==> config.mk <==
export PLATFORM = sky130hd
export DESIGN_NAME = quad_input_filter
export DESIGN_NICKNAME = d
export VERILOG_FILES = /design/src/rtl/quad_input_filter.sv
export SDC_FILE = /design/constraint.sdc
export NUM_CORES = 1
export LEC_CHECK = 0
export ABC_CLOCK_PERIOD_IN_PS = 3900
export BUFFER_PORTS_ARGS = -buffer_cell sky130_fd_sc_hd__buf_2
export CORE_MARGIN = 5
export CORE_UTILIZATION = 55
export DETAILED_ROUTE_END_ITERATION = 16
export PLACE_DENSITY = 0.9
export SLEW_MARGIN = 20
export SYNTH_ARGS = -nofsm -noshare
export SYNTH_HDL_FRONTEND = slang
export SYNTH_SLANG_ARGS = --single-unit
==> constraint.sdc <==
create_clock -name clk -period 3.9 [get_ports clk]
set_input_delay 0.585 -clock clk [delete_from_list [all_inputs] [get_ports clk]]
set_output_delay 0.585 -clock clk [all_outputs]
set_load 0.02 [all_outputs]
==> src/rtl/quad_input_filter.sv <==
// quad_input_filter: synchronizes and debounces the two raw quadrature lines
// (A, B) before they reach the rotary encoder recoder.
// Each channel has a SYNC_STAGES-deep synchronizer. After it, a debounce FSM
// only accepts a new level once it has persisted for DB_CYCLES consecutive
// cycles.
// chg pulses for one cycle whenever either filtered output takes a new value.
// Optional feature macro: QUAD_GLITCH_CNT_EN. When it is defined, glitch_count
// is a saturating count of aborted qualifications. When it is undefined,
// glitch_count is tied to 0.

// Per-channel synchronizer + debounce lane.
module quad_filter_lane #(
    parameter int SYNC_STAGES = 2,
    parameter int DB_CYCLES   = 16
) (
    input  logic clk,
    input  logic rst,
    input  logic raw,
    output logic q,
    output logic accept,
    output logic abort
);
    localparam int CW = $clog2(DB_CYCLES + 1);
    localparam logic [CW-1:0] CNT_LAST = CW'(DB_CYCLES - 1);

    typedef enum logic {IDLE, QUALIFY} state_t;

    logic [SYNC_STAGES-1:0] sync;
    logic                   s;
    logic                   mismatch;
    state_t                 state, state_nxt;
    logic [CW-1:0]          cnt, cnt_nxt;
    logic                   q_nxt;

    // Synchronizer chain; only the last flop feeds the filter.
    always_ff @(posedge clk) begin
        if (rst) sync <= '0;
        else     sync <= {sync[SYNC_STAGES-2:0], raw};
    end

    assign s        = sync[SYNC_STAGES-1];
    assign mismatch = s ^ q;

    // State, stable counter and filtered output registers.
    always_ff @(posedge clk) begin
        if (rst) begin
            state <= IDLE;
            cnt   <= '0;
            q     <= 1'b0;
        end else begin
            state <= state_nxt;
            cnt   <= cnt_nxt;
            q     <= q_nxt;
        end
    end

    // Next state: count consecutive mismatches.
    // Accept on the DB_CYCLES-th mismatch; drop the count on any match.
    always_comb begin
        state_nxt = state;
        cnt_nxt   = cnt;
        q_nxt     = q;
        case (state)
            IDLE: begin
                if (mismatch) begin
                    if (cnt == CNT_LAST) begin
                        // Only reachable with DB_CYCLES == 1: accept at once.
                        q_nxt = s;
                    end else begin
                        state_nxt = QUALIFY;
                        cnt_nxt   = cnt + CW'(1);
                    end
                end
            end
            QUALIFY: begin
                if (!mismatch) begin
                    state_nxt = IDLE;
                    cnt_nxt   = '0;
                end else if (cnt == CNT_LAST) begin
                    q_nxt     = s;
                    state_nxt = IDLE;
                    cnt_nxt   = '0;
                end else begin
                    cnt_nxt = cnt + CW'(1);
                end
            end
            default: begin
                state_nxt = IDLE;
                cnt_nxt   = '0;
            end
        endcase
    end

    // Outputs: accept strobe for chg, abort strobe for the glitch counter.
    always_comb begin
        accept = mismatch && (cnt == CNT_LAST);
        abort  = (state == QUALIFY) && !mismatch;
    end
endmodule

module quad_input_filter #(
    parameter int SYNC_STAGES = 2,
    parameter int DB_CYCLES   = 16,
    parameter int GLITCH_W    = 8
) (
    input  logic                clk,
    input  logic                rst,
    input  logic                q_a_raw,
    input  logic                q_b_raw,
    output logic                q_a,
    output logic                q_b,
    output logic                chg,
    output logic [GLITCH_W-1:0] glitch_count
);
    localparam int NUM_LANES = 2;

    logic [NUM_LANES-1:0] raw_vec;
    logic [NUM_LANES-1:0] q_vec;
    logic [NUM_LANES-1:0] acc_vec;
    logic [NUM_LANES-1:0] abort_vec;

    assign raw_vec = {q_b_raw, q_a_raw};

    for (genvar i = 0; i < NUM_LANES; i++) begin : g_lane
        quad_filter_lane #(
            .SYNC_STAGES(SYNC_STAGES),
            .DB_CYCLES  (DB_CYCLES)
        ) u_lane (
            .clk   (clk),
            .rst   (rst),
            .raw   (raw_vec[i]),
            .q     (q_vec[i]),
            .accept(acc_vec[i]),
            .abort (abort_vec[i])
        );
    end

    assign q_a = q_vec[0];
    assign q_b = q_vec[1];

    // One chg pulse per edge on which either output changes, even if both do.
    always_ff @(posedge clk) begin
        if (rst) chg <= 1'b0;
        else     chg <= |acc_vec;
    end

`ifdef QUAD_GLITCH_CNT_EN
    localparam int GW1 = GLITCH_W + 1;

    logic [GLITCH_W-1:0] gcnt;
    logic [GLITCH_W:0]   gsum;

    // One extra bit catches overflow so the count clamps instead of wrapping.
    always_comb begin
        gsum = {1'b0, gcnt} + GW1'(abort_vec[0]) + GW1'(abort_vec[1]);
    end

    // Saturating glitch counter.
    always_ff @(posedge clk) begin
        if (rst)                 gcnt <= '0;
        else if (gsum[GLITCH_W]) gcnt <= '1;
        else                     gcnt <= gsum[GLITCH_W-1:0];
    end

    assign glitch_count = gcnt;
`else
    logic unused_abort;
    assign unused_abort = ^abort_vec;
    assign glitch_count = '0;
`endif
endmodule

After elaboration in Yosys (flattened, before gate mapping)

Index checks and enable logic that the tools add are counted.

Equality and inequality tests: 6
$mul: 0
Reduce and logical (&&, ||, !) cells: 9
Bitwise logic cells: 6
Add/sub/neg operators: 2
Div/mod/pow operators: 0
Order comparisons: 0
Mux-type cells: 16
Shift operators: 0

Operator list:

| cell                                                   | count |
|---|---|
| two-way mux 5 bit                                      | 8 |
| case mux 5 bit (2 select lines)                        | 2 |
| adder 5 x 1 -> 5 bit (second input constant)           | 2 |
| == test 5 x 4 -> 1 bit (second input constant)         | 2 |
| AND reduction 2 bit                                    | 4 |
| two-way mux 1 bit                                      | 6 |
| OR reduction 2 bit                                     | 3 |
| inequality test 2 x 1 -> 1 bit (second input constant) | 2 |
| inequality test 2 bit (second input constant)          | 2 |
| inverter 1 bit                                         | 4 |
| logical AND 1 bit                                      | 2 |
| bitwise XOR 1 bit                                      | 2 |

Memories: 0
Register bits: 19
Memory bits (writable): 0
Bits in latches: 0
Output and inout bits: 11
Memory bits (read-only): 0
Word-level logic and storage cells: 48

Logic depth before layout (Yosys ltp)

Depth after elaboration: 4
Mapped depth: 5

Modules after synthesis

From an unflattened synthesis, not the netlist that was laid out.

Cells, all modules: 107
Area total of the unflattened synthesis: 969.7 um2

By module, submodules not included:

| module            | area an instance (um2) | times used | cells each |
|---|---|---|---|
| quad_filter_lane  | 437.9                  | 2          | 48 |
| quad_input_filter | 93.8                   | 1          | 11 |

Least setup slack after synthesis

Ideal clock, no wire load.

Kind: register -> register
Start point: register g_lane[1].u_lane.cnt[0]
End point: register g_lane[1].u_lane.cnt[0]
Clock period less this slack: 1.427 ns
Stages on the path, launching flop included: 6
Data required time: 3.831 ns
Slack: 2.473 ns
Arrival time: 1.358 ns
Cells stage by stage: dfxtp_1 ha_1 and4b_4 buf_6 or4_1 o21ai_1

Word-level cells in the longest chain between the ends: 4
Elaborated cells between the ends (all ways): 9
Classes of those cells: add/sub: 1; eq/ne: 2; mux: 5; reduce/logical: 1

RTL lines:

| what                                                                  | line   | text |
|---|---|---|
| from (decl)                                                           | 32     | `logic [CW-1:0] cnt, cnt_nxt;` |
| from (signal assigned)                                                | 52     | `cnt <= cnt_nxt;` |
| adder 5 x 1 -> 5 bit / == test 5 x 4 -> 1 bit (equally long branches) | -      |  |
| two-way mux 5 bit (on tied branches)                                  | 79, 66 |  |
| two-way mux 5 bit (on tied branches)                                  | 76, 65 |  |
| case mux 5 bit (2 select lines)                                       | 63     | `case (state)` |

Several ways; a longest one is shown, not always the timed one. The select of a mux whose other input is x is not followed.
A chain may end at the register's enable or synchronous reset.

Worst setup path after layout

Start point: register g_lane[1].u_lane.q
End point: output port q_b

RTL lines:

| what                   | line | text |
|---|---|---|
| from (decl)            | 19   | `output logic q,` |
| from (signal assigned) | 53   | `q <= q_nxt;` |
| to (decl)              | 111  | `output logic q_b,` |

No word-level cell between the ends.

==> run_results.csv <==
group,metric,value,unit
route,viasPerCell,6.14,
critical_path,crit_cells,1,
timing,clock_skew,5.97,ps
critical_path,max_stage_delay,440,ps
power,peakVddDrop,225,uV
flow_run,max_cap_viol_count,0,
placed_design,port_buffers,6,
critical_path,crit_fanout,4,
route,dr.pass1.iters,4,
timing,hold_viol,0,
route,drt_wl_total,1780,um
clocking,clk_latency,300,ps
critical_path,end_kind,"output port",
placed_design,dp.final_hpwl,1220,um
timing,fmax,0.654,GHz
final_layout,regArea,380,um^2
global_route,grt_max_degree,23,
timing,fin_crit_sh,39.2,%
clocking,postCtsSetupRepairBufs,0,
clocking,htreeDepth,1,
hold_path,hp-class,"reg2reg",
clocking,clkSinkCount,19,
global_route,top_usage_layer,"met2",
timing,hold_ws,455,ps
global_route,overflow,0,
floorplanning,initial_core_util,56.1,%
floorplanning,die_w,51.5,um
synthesis,postSynthCellCount,103,
global_route,grt_pass1_wl,2950,um
critical_path,critPathSlowestCell,"dfxtp_1",
timing,setup_viol,0,
route,ant_nets,0,
route,vias,768,
route,drtIter0Drc,14,
power,leakage,0.362,nW
final_layout,multi_input_area,502,um^2
critical_path,reg2reg_from,"g_lane[0].u_lane.cnt[0]",
clocking,cts_root_buf,"clkbuf_4",
final_layout,final_layout_size_suffix_gt1_share,10.2,%
synthesis,yosysSeqAreaShare,40.2,%
synthesis,synth_warnings,0,
clocking,cts_made_buffers,3,
final_layout,diodes,0,
floorplanning,row_count,15,
timing,slew_headroom,54.6,%
floorplanning,dieArea,2650,um^2
clocking,cts_tree,"done",
critical_path,crit_required,3310,ps
floorplanning,dieHeight,51.5,um
floorplanning,ioPinCount,15,
timing,rsz0062_at_grt,"no",
critical_path,r2r_slack,2400,ps
final_layout,nets,117,
timing,tightest_slew,675,ps
timing,min_period,1530,ps
hold_path,min_path_cells,1,
run_status,run_status,"completed",
timing,fin_tns_setup,0,ps
critical_path,worst-path-buf-inv,1,
global_route,use_met1,17.9,%
critical_path,crit_arrival,940,ps
route,routedWlPerCell,14.2,um
global_route,use_met3,2.58,%
critical_path,worst_r2r_path_depth,4,
clocking,hold_buffers,0,
critical_path,reg2reg_to,"g_lane[0].u_lane.cnt[0]",
synthesis,syn_area,947,um^2
global_route,grt_usage,14.6,%
critical_path,critPathLaunchType,"register",
clocking,clockBufferDepth,2,
critical_path,path_cells,"buf_2",
floorplanning,core,1690,um^2
power,power.density,337,nW/um^2
clocking,path_clk_slew,110,ps
synthesis,synth_cell_type_count,32,
clocking,cts_resized,0,
synthesis,ys_ff_latch,19,
global_route,grt_pass1_vias,684,
hold_path,whs_endpoint,"g_lane[0].u_lane.sync[1]",
route,drc,0,
placed_design,dp_cells,121,
synthesis,syn_area_per_cell,9.20,um^2
placed_design,gp_congestion,0.720,
hold_path,min_from,"g_lane[0].u_lane.sync[0]",
global_route,antenna_found_initial,0,
final_layout,syn_to_final_growth,2.11,%
final_layout,fin_util,57.3,%
global_route,use_met2,23.9,%
critical_path,cp_top_family,"flip-flops",
final_layout,fin_cells,125,
critical_path,critical_path_class,"reg2out",
timing,final_max_slew_viol_count,0,
final_layout,fillers,160,
==> kinds of logic (layout without fill, tap and decap cells) <==
family | count (synthesis) | in the layout | share of synthesized area [%]
adder cells (fa/ha/maj) | 4 | 4 | 5.28
XOR/XNOR | 4 | 4 | 4.49
AND/OR/NAND/NOR | 40 | 40 | 26.2
AO/OA/AOI/OAI | 21 | 21 | 13.9
flip-flops | 19 | 19 | 40.2
buffers and inverters | 14 | 12 | 9.64
other | 1 | 8 | 0.396
==> cell usage after synthesis (all sizes together) <==
library cell,instances,area [um^2]
or2b,1,7.51
xnor2,2,25.0
inv,2,7.51
conb,1,3.75
clkbuf,2,7.51
and4b,2,23.8
xor2,2,17.5
nor3,2,10.0
nor2,3,11.3
o21ai,3,15.0
dfxtp,19,380
nor2b,5,31.3
nand2,4,15.0
o211ai,6,45.0
or3,3,18.8
nand4b,6,52.6
a22oi,1,7.51
nand3,10,50.1
ha,4,50.1
a31oi,3,18.8
nand4,2,12.5
a21oi,6,30.0
o21a,1,7.51
or4,1,7.51
buf,10,76.3
nand3b,1,7.51
a211oi,1,7.51
==> power breakdown <==
group / total (W) / internal [W] / leakage (nW) / switching (W)
clock: 0.000103 / 0.0000399 / 0.0150 / 0.0000626
sequential: 0.000201 / 0.000198 / 0.154 / 0.00000296
combinational: 0.0000226 / 0.00000581 / 0.193 / 0.0000168
total: 0.000326 / 0.000244 / 0.362 / 0.0000824
==> cell type report <==
type	instances	area share, %
clock buffers	4	2.72
inverters	2	0.776
flip-flops and latches	19	39.3
multi-input cells	77	51.9
well taps	17	2.20
repair buffers	6	3.10
==> worst reg2reg max path: stages (launching register included) <==
cell and delay [ps]:
dfxtp_1 360, ha_1 260, and4b_1 320, or3_1 370, a21oi_1 140
==> cell usage in the layout (no fill, tap or decap) <==
master,n
nand4b_1,6
a21oi_1,6
nand3b_1,1
xnor2_2,1
or3_1,3
o211ai_1,6
nor2_1,3
or2b_1,1
nor3_1,2
xnor2_1,1
ha_1,4
nor2b_1,5
clkbuf_1,1
a31oi_1,3
dfxtp_1,19
buf_2,6
o21a_1,1
conb_1,8
xor2_1,2
clkbuf_4,3
inv_1,2
nand3_1,10
or4_1,1
a211oi_1,1
and4b_4,1
nand4_1,2
o21ai_1,2
and4b_1,1
a22oi_1,1
o21ai_0,1
nand2_1,4
==> worst max path at each step <==
stage / from / to / slack [ps]
3_5_place_dp: rst / g_lane[1].u_lane.cnt[0] / 2410
2_1_floorplan: g_lane[1].u_lane.cnt[0] / g_lane[1].u_lane.cnt[0] / 2470
5_1_grt: g_lane[0].u_lane.cnt[0] / g_lane[0].u_lane.cnt[0] / 2300
6_report: g_lane[1].u_lane.q / q_b / 2370
3_3_place_gp: rst / g_lane[1].u_lane.cnt[0] / 2450
4_1_cts: g_lane[1].u_lane.q / q_b / 2370
==> metal layers <==
| layer | vias up | routed length, um |
|---|---|---|
| met5 | - | 0 |
| met4 | 0 | 36 |
| met3 | 6 | 123 |
| met2 | 38 | 809 |
| met1 | 348 | 808 |
| li1 | 376 | - |
==> sequential cells by signal, summed over array words and instances, names as in the netlist <==
register / cells
chg: 1
g_lane.u_lane.cnt: 10
g_lane.u_lane.q: 2
g_lane.u_lane.state: 2
g_lane.u_lane.sync: 4
==> metrics by stage <==
stage          power [W]  setup slack [ps]  cell area (um^2)
4_1_cts         0.000325              2370               967
6_report        0.000326              2370               967
2_1_floorplan   0.000229              2470               973
3_3_place_gp    0.000226              2450               941
3_5_place_dp    0.000227              2410               941
5_1_grt         0.000337              2300               967
(Power assumes the default switching activity.)
